<file path="config.mk">
export PLATFORM = sky130hd
export DESIGN_NAME = bouncing_box_renderer
export DESIGN_NICKNAME = d
export VERILOG_FILES = /design/src/rtl/bouncing_box_renderer.sv
export SDC_FILE = /design/constraint.sdc
export NUM_CORES = 1
export LEC_CHECK = 0
export ABC_AREA = 1
export BUFFER_PORTS_ARGS = -buffer_cell sky130_fd_sc_hd__buf_2
export CAP_MARGIN = 20
export CORE_UTILIZATION = 54
export CTS_CLUSTER_DIAMETER = 40
export DETAILED_ROUTE_END_ITERATION = 8
export HOLD_SLACK_MARGIN = 0.06
export PLACE_DENSITY = 0.76
export SLEW_MARGIN = 30
export SYNTH_ARGS = -nofsm -noshare
export SYNTH_HDL_FRONTEND = slang
export SYNTH_SLANG_ARGS = --single-unit
</file>
<file path="constraint.sdc">
create_clock -name clk -period 1.9 [get_ports clk]
set_input_delay 0.38 -clock clk [delete_from_list [all_inputs] [get_ports clk]]
set_output_delay 0.38 -clock clk [all_outputs]
set_load 0.02 [all_outputs]
</file>
<file path="src/rtl/bouncing_box_renderer.sv">
// Pixel-colour stage that follows the VGA sync block. It draws a solid square
// over a background colour, and the square bounces once per frame off the edges of the active area.
module bouncing_box_renderer #(
    parameter int unsigned H_MAX       = 798,
    parameter int unsigned V_MAX       = 523,
    parameter int unsigned H_ACT_START = 144,
    parameter int unsigned V_ACT_START = 35,
    parameter int unsigned H_ACT       = 640,
    parameter int unsigned V_ACT       = 480,
    parameter int unsigned BOX_SIZE    = 32,
    parameter int unsigned STEP        = 2,
    parameter logic [11:0] BOX_RGB     = 12'hFFF,
    parameter logic [11:0] BG_RGB      = 12'h00F
) (
    input  logic       clk,
    input  logic       rst,
    input  logic       en,
    input  logic [9:0] h_count,
    input  logic [9:0] v_count,
    input  logic       hs_in,
    input  logic       vs_in,
    output logic       hs_out,
    output logic       vs_out,
    output logic [3:0] red,
    output logic [3:0] green,
    output logic [3:0] blue,
    output logic       frame_tick
);

    localparam logic [9:0]  H_MAX_C   = 10'(H_MAX);
    localparam logic [9:0]  V_MAX_C   = 10'(V_MAX);
    localparam logic [9:0]  H_FIRST   = 10'(H_ACT_START);
    localparam logic [9:0]  V_FIRST   = 10'(V_ACT_START);
    localparam logic [9:0]  H_LAST    = 10'(H_ACT_START + H_ACT - 1);
    localparam logic [9:0]  V_LAST    = 10'(V_ACT_START + V_ACT - 1);
    localparam logic [9:0]  STEP_C    = 10'(STEP);
    localparam logic [10:0] STEP_W    = 11'(STEP);
    localparam logic [10:0] SIZE_W    = 11'(BOX_SIZE);
    localparam logic [9:0]  X_LIMIT   = 10'(H_ACT - BOX_SIZE);
    localparam logic [9:0]  Y_LIMIT   = 10'(V_ACT - BOX_SIZE);

    typedef enum logic {DIR_RIGHT = 1'b0, DIR_LEFT = 1'b1} dir_x_e;
    typedef enum logic {DIR_DOWN  = 1'b0, DIR_UP   = 1'b1} dir_y_e;

    logic [9:0]  box_x_q, box_x_d;
    logic [9:0]  box_y_q, box_y_d;
    dir_x_e      dir_x_q, dir_x_d;
    dir_y_e      dir_y_q, dir_y_d;
    logic [11:0] rgb_q, rgb_d;
    logic        hs_q, vs_q, frame_tick_q;

    logic        end_of_frame;
    logic        active;
    logic        in_box;
    logic [9:0]  px, py;

    always_comb begin
        end_of_frame = (h_count == H_MAX_C) && (v_count == V_MAX_C);
        active = (h_count >= H_FIRST) && (h_count <= H_LAST) &&
                 (v_count >= V_FIRST) && (v_count <= V_LAST);
        px = h_count - H_FIRST;
        py = v_count - V_FIRST;
        // Widened by one bit so box + BOX_SIZE cannot wrap near the far edges.
        in_box = active &&
                 ({1'b0, px} >= {1'b0, box_x_q}) && ({1'b0, px} < {1'b0, box_x_q} + SIZE_W) &&
                 ({1'b0, py} >= {1'b0, box_y_q}) && ({1'b0, py} < {1'b0, box_y_q} + SIZE_W);

        if (in_box) begin
            rgb_d = BOX_RGB;
        end else if (active) begin
            rgb_d = BG_RGB;
        end else begin
            rgb_d = 12'h000;
        end
    end

    // Position only moves during vertical blanking, so a frame never shows two box positions.
    always_comb begin
        box_x_d = box_x_q;
        dir_x_d = dir_x_q;
        box_y_d = box_y_q;
        dir_y_d = dir_y_q;
        if (end_of_frame && en) begin
            if (dir_x_q == DIR_RIGHT) begin
                if ({1'b0, box_x_q} + STEP_W >= {1'b0, X_LIMIT}) begin
                    box_x_d = X_LIMIT;
                    dir_x_d = DIR_LEFT;
                end else begin
                    box_x_d = box_x_q + STEP_C;
                end
            end else if (box_x_q <= STEP_C) begin
                box_x_d = '0;
                dir_x_d = DIR_RIGHT;
            end else begin
                box_x_d = box_x_q - STEP_C;
            end

            if (dir_y_q == DIR_DOWN) begin
                if ({1'b0, box_y_q} + STEP_W >= {1'b0, Y_LIMIT}) begin
                    box_y_d = Y_LIMIT;
                    dir_y_d = DIR_UP;
                end else begin
                    box_y_d = box_y_q + STEP_C;
                end
            end else if (box_y_q <= STEP_C) begin
                box_y_d = '0;
                dir_y_d = DIR_DOWN;
            end else begin
                box_y_d = box_y_q - STEP_C;
            end
        end
    end

    // NOTE: state uses non-blocking assignments so every flop samples pre-edge values.
    always_ff @(posedge clk) begin
        if (!rst) begin
            box_x_q      <= '0;
            box_y_q      <= '0;
            dir_x_q      <= DIR_RIGHT;
            dir_y_q      <= DIR_DOWN;
            rgb_q        <= '0;
            hs_q         <= 1'b0;
            vs_q         <= 1'b0;
            frame_tick_q <= 1'b0;
        end else begin
            box_x_q      <= box_x_d;
            box_y_q      <= box_y_d;
            dir_x_q      <= dir_x_d;
            dir_y_q      <= dir_y_d;
            rgb_q        <= rgb_d;
            hs_q         <= hs_in;
            vs_q         <= vs_in;
            frame_tick_q <= end_of_frame;
        end
    end

    assign red        = rgb_q[11:8];
    assign green      = rgb_q[7:4];
    assign blue       = rgb_q[3:0];
    assign hs_out     = hs_q;
    assign vs_out     = vs_q;
    assign frame_tick = frame_tick_q;

endmodule

</file>
==> impl_metrics.yaml, run 1 <==
logic_synthesis:
  synth_ff_type: "dfxtp_1"
  yosys.area_share.simple_pct: 37.8
  synth_top_area_share_pct: 16.5
  synth_largest_area_cell: "ha_1"
  ys_seq_elements: 25
  synth_commonest_cells: "nand2_1, nor2_1, inv_1, ha_1, a21oi_1"
  syn_nets: 606
  yosys-top-cells-area: "ha_1, dfxtp_1, nand2_1"
  synth_compound_area_share_pct: 12.5
  async_flop_share_pct: 0
  synth_warnings: 0
  synthCells: 537
  synth_fa_ha_area_share_pct: 16.5
  ys_types: 38
  netlist_area_mm2: 0.00334
  yosysMostFrequentCell: "nand2_1"
  synth_seq_area_share_pct: 15.0
  synth_top_family_by_area: "simple AND/OR/NAND/NOR gates"
  synth_edf_count: 0
  synth.area.mux_share_pct: 0
  synth.avg_cell_area_um2: 6.22
  synth_xor_area_share_pct: 6.81
worst_setup_path:
  crit_required_ps: 2110
  critPathSlowestCell: "ha_1"
  worstPathArrival_ps: 2120
  max_stage_delay_ps: 300
  crit_start: "v_count[0]"
  crit_chain: "buf_2, ha_1, inv_1, nand3_2, nand2_2, nand2_1, nand2_1, nand2_2, ha_1, nand2_1, nor2_2, nand3b_1, nand4_1, nand4_1, nor2_1"
  crit-reg2reg-launch: "box_y_q[5]"
  start_kind: "primary input"
  r2r_cells: 14
  worst-path-max-fanout: 3
  path_common_cell: "nand2_1"
  critPathCaptureType: "flip-flop"
  cp-endpoint: "rgb_q[10]"
  critPathKind: "in -> reg"
  r2r-end: "rgb_q[10]"
  r2r_slack_ps: 40
pwr:
  power_switching_share_pct: 32.7
  seqPwrFrac_pct: 41.4
  power.density_mw_per_mm2: 310
  peakVddDrop_uv: 257
  p_int_uw: 856
  p_leak_nw: 2.12
  switchingPower_uw: 416
  clockPowerShare_pct: 27.0
  comb_power_share_pct: 31.6
timing:
  min_period_ps: 1900
  worstMarginPinSlew_ps: 450
  max_freq_ghz: 0.526
  setup_viol: 1
  post-route-worst-setup-slack_ps: -1.84
  rsz0062_at_grt: "true"
  fin_skew_ps: 4.35
  hold_violations: 0
  finalMaxSlewViolations: 0
  max_slew_margin_pct: 69.8
  tns_ps: -1.84
  finalCritPeriodShare_pct: 100
global_route:
  grt_antenna_before_repair: 0
  grt_max_degree: 18
  grt_first_pass_wirelength_um: 15000
  overflow: 0
  globalRouteTotalUtil_pct: 29.4
  grt_pass1_vias: 3373
cells_and_area:
  area_delta_synth_final_pct: 22.8
  fin_nets: 690
  antenna_cells: 0
  drive_gt1_share_pct: 24.4
  final_cells: 695
  design_area_mm2: 0.00410
floorplanning:
  start_util_pct: 56.1
  row_count: 28
  pin_count: 40
  die_h_um: 80.7
  core_area_mm2: 0.00596
  dieArea_mm2: 0.00651
  die_w_um: 80.7
cts:
  holdBufCountCts: 0
  cts_buffers: 3
  tritoncts: "done"
  cts_root_buf: "clkbuf_8"
  worst_skew_pair.late_latency_ps: 280
  clk_pin_slew_worst_paths_ps: 100
  cts_max_level: 1
  clk_path_buf_depth: 2
  clock-sinks: 25
drt:
  drc: 0
  top_layer_used: "met4"
  drt-initial-drc-count: 336
  wl_met2_um: 4520
  vias_per_cell: 5.44
  dr.pass1.iters: 4
  wl_per_cell_um: 13.5
  met1Wirelength_um: 4210
  ant_nets: 0
  num_vias: 3779
  drt_wl_total_um: 9410
  routed-wl-met3_um: 578
placement:
  dpl.cell_count: 690
  placed_cell_area_mm2: 0.00393
  post-dp-hpwl_um: 7650
  io_buffer_count: 39
  gp_congestion: 1.00
outcome:
  outcome: "complete, but fails checks"
  violations: "negative setup slack"
job:
  cap_violations: 0
worst_hold_path:
  hold_class: "in -> reg"
power groups by stage:
stage | Sequential (mW) | Clock, mW | Combinational (mW)
after detailed placement | 0.542 | 0 | 0.378
after global placement | 0.542 | 0 | 0.366
after CTS | 0.528 | 0.343 | 0.387
final | 0.527 | 0.343 | 0.402
after global routing | 0.528 | 0.363 | 0.451
after floorplan | 0.546 | 0 | 0.227
worst min path at each step:
stage               startpoint       to  cells after the start
detailed placement     dir_y_q  dir_y_q                      2
floorplan                hs_in   hs_out                      2
CTS                      vs_in   vs_out                      3
global placement       dir_y_q  dir_y_q                      2
finish                   vs_in   vs_out                      3
global route             vs_in   vs_out                      3
worst max-delay path: cells and delay by family:
| family | cells | cell delay (ps) |
|---|---|---|
| simple gates | 11 | 1020 |
| buf+inv | 2 | 210 |
| fa+ha+maj | 2 | 500 |
logic make-up after synthesis:
kind of cell    Yosys count
xor+xnor                 26
simple gates            280
buf+inv                  83
flops                    25
compound gates           79
fa+ha+maj                44
routing by layer:
layer  vias up  GRT usage, %
met5         -             0
met4         0          4.46
met3        17          2.50
met2       151          51.4
met1      1704          39.6
li1       1907             -
layout by cell type (no fill, tap or decap), types with 4 or more instances in the layout:
cell	instances
dfxtp_1	17
nand4_1	12
a21oi_1	41
nor2_1	71
xor2_1	17
o21ai_0	23
xor2_2	5
nor3_1	8
ha_1	41
nand3_1	39
nand2_1	119
buf_2	39
o21ai_1	4
nand2_2	6
dfxtp_2	6
inv_1	61
xnor2_1	4
buf_4	58
nor2_2	9
nand3_2	5
final cells by class:
type	count	area (um2)
Multi-Input combinational cell	429	2560
Fill cell	551	1850
Timing Repair Buffer	97	631
Sequential cell	25	515
Inverter	65	249
Tap cell	75	93.8
Clock buffer	3	41.3
Clock inverter	1	8.76
what timing repair did:
| item | in CTS | in global routing |
|---|---|---|
| resized for setup | 15 | 19 |
| setup buffers | 1 | 0 |
| setup endpoints to repair | 1 | 9 |
| pin swaps | 8 | 5 |
flip-flops by register name (all words and copies together) (netlist names):
name        cells
dir_y_q         1
vs_out          1
dir_x_q         1
box_x_q         9
box_y_q         9
frame_tick      1
hs_out          1
rgb_q           2
stage by stage:
step	setup WS, ps	hold WS, ps	total power, mW	util [%]
CTS	2.71	278	1.26	67.8
finish	-1.84	279	1.27	68.9
detailed placement	-308	553	0.920	65.9
floorplan	4.85	478	0.773	-
global placement	-277	541	0.908	65.9
global route	-124	299	1.34	68.9
Note: power is estimated with default switching activity, not from simulation.
==> run 2, diff against run 1 <==
Settings changed: CORE_UTILIZATION 54 to 53, PLACE_DENSITY 0.76 to 0.72, SETUP_SLACK_MARGIN set to 0.3.
Clock period 1.9 ns to 2 ns, I/O delays scaled along.
==> impl_metrics.yaml, run 2 (synthesis gave the netlist of run 1 again) <==
cts:
  clk_path_buf_depth: 2
  cts_root_buf: "clkbuf_8"
  cts_buffers: 3
  cts_max_level: 1
  clock-sinks: 25
  tritoncts: "done"
  clk_pin_slew_worst_paths_ps: 90
  holdBufCountCts: 0
  worst_skew_pair.late_latency_ps: 270
timing:
  max_freq_ghz: 0.512
  hold_violations: 0
  post-route-worst-setup-slack_ps: 47.3
  finalCritPeriodShare_pct: 97.6
  rsz0062_at_grt: "true"
  worstMarginPinSlew_ps: 341
  min_period_ps: 1950
  finalMaxSlewViolations: 0
  max_slew_margin_pct: 77.3
  fin_skew_ps: 5.32
  setup_viol: 0
cells_and_area:
  area_delta_synth_final_pct: 27.0
  drive_gt1_share_pct: 28.5
  final_cells: 688
  fin_nets: 683
  design_area_mm2: 0.00425
  final_common_cell: "nand2_1"
  mostFrequentLayoutCells: "nand2_1, nor2_1, inv_1"
  reg.largest.list: "box_x_q: 9 flops, box_y_q: 9 flops, rgb_q: 2 flops"
  antenna_cells: 0
  utilization_pct: 70.9
  fillers: 514
pwr:
  seqPwrFrac_pct: 40.8
  power.density_mw_per_mm2: 287
  switchingPower_uw: 398
  p_int_uw: 821
  peakVddDrop_uv: 245
  clockPowerShare_pct: 25.4
  power_switching_share_pct: 32.6
  comb_power_share_pct: 33.8
  p_leak_nw: 2.12
placement:
  dpl.cell_count: 676
  placed_cell_area_mm2: 0.00386
  dp_slack_ps: -262
  gp_congestion: 0.964
  io_buffer_count: 39
  post-dp-hpwl_um: 7320
worst_setup_path:
  crit_required_ps: 2220
  r2r_cells: 8
  start_kind: "primary input"
  worstPathArrival_ps: 2170
  r2r-end: "rgb_q[10]"
  critPathKind: "in -> reg"
  critPathCaptureType: "flip-flop"
  r2r_slack_ps: 160
  crit-reg2reg-launch: "box_y_q[4]"
  worst-path-max-fanout: 3
drt:
  wl_per_cell_um: 14.2
  ant_nets: 0
  vias_per_cell: 5.54
  drc: 0
  drt_wl_total_um: 9750
  num_vias: 3809
  drt-initial-drc-count: 324
  dr.pass1.iters: 5
floorplanning:
  dieArea_mm2: 0.00663
  start_util_pct: 55.8
  die_h_um: 81.4
  pin_count: 40
  core_area_mm2: 0.00599
  die_w_um: 81.4
  row_count: 28
global_route:
  grt_antenna_before_repair: 0
  grt_first_pass_wirelength_um: 14600
  overflow: 0
  grt_pass1_vias: 3263
  grt_max_degree: 21
  globalRouteTotalUtil_pct: 27.9
worst_hold_path:
  hold_end: "hs_out"
  whs_path_depth: 3
  hold_class: "in -> reg"
  hold_start: "hs_in"
job:
  cap_violations: 0
outcome:
  outcome: "finished, final reports clean"
-- run 2: cell types whose count changed in the layout (fill, tap and decap cells not counted), moves of 3 or more --
cell,delta
a21oi_1,-3
buf_2,-3
buf_4,-10
dfxtp_1,-4
ha_1,-8
ha_4,+7
inv_1,-7
inv_2,+7
nand2_1,-4
nand2_2,+3
nand3_1,-4
nand3_2,+3
o21ai_0,-3
-- run 2: cell type report --
| type | instances | area (um2) | area share (%) |
|---|---|---|---|
| Tap cell | 75 | 93.8 | 2.21 |
| Timing Repair inverter | 2 | 12.5 | 0.295 |
| Sequential cell | 25 | 526 | 12.4 |
| Inverter | 65 | 251 | 5.92 |
| Multi-Input combinational cell | 430 | 2740 | 64.4 |
| Clock buffer | 4 | 45.0 | 1.06 |
| Timing Repair Buffer | 87 | 582 | 13.7 |
-- run 2: what timing repair did --
action | CTS | global route
endpoints found under the setup margin | 16 | 21
cloned | 0 | 3
pin swaps | 13 | 22
resized for setup | 21 | 58
setup buffers | 2 | 3
-- run 2: worst max-delay path by stage --
stage,from,endpoint,slack [ps],depth (start not counted)
6_report,v_count[0],rgb_q[10],50,12
5_1_grt,v_count[0],rgb_q[10],-30,12
4_1_cts,v_count[1],rgb_q[10],90,12
3_5_place_dp,v_count[0],rgb_q[10],-260,12
3_3_place_gp,v_count[0],rgb_q[10],-250,12
2_1_floorplan,v_count[0],rgb_q[10],220,10
-- run 2: metal layers --
metal	vias to the layer above	share of wire (%)	global-route usage, %
met5	-	0	0
met4	0	1.2	5.18
met1	1739	45	38.1
met3	12	5.9	1.69
met2	157	48	47.9
li1	1901	-	-
-- run 2: through the flow --
step | hold slack [ps] | TNS (ps) | power (mW)
finish | 305 | 0 | 1.22
global route | 317 | -32.7 | 1.28
CTS | 306 | 0 | 1.18
detailed placement | 549 | -262 | 0.871
global placement | 540 | -252 | 0.862
floorplan | 492 | 0 | 0.740
-- run 2: worst max-delay path: stages --
cell	delay (ps)
buf_8	110
a21oi_4	180
nand3_4	120
a21oi_2	160
xor2_1	90
ha_1	330
nand2_2	90
nor2_1	140
nand4_1	120
nand4_1	170
nand4_1	140
nor2_1	110
-- run 2: power groups by stage --
stage / combinational [mW] / clock (mW) / sequential, mW
final: 0.412 / 0.309 / 0.497
after CTS: 0.374 / 0.307 / 0.502
after global placement: 0.348 / 0 / 0.515
after global routing: 0.456 / 0.324 / 0.498
after floorplan: 0.221 / 0 / 0.519
after detailed placement: 0.357 / 0 / 0.515
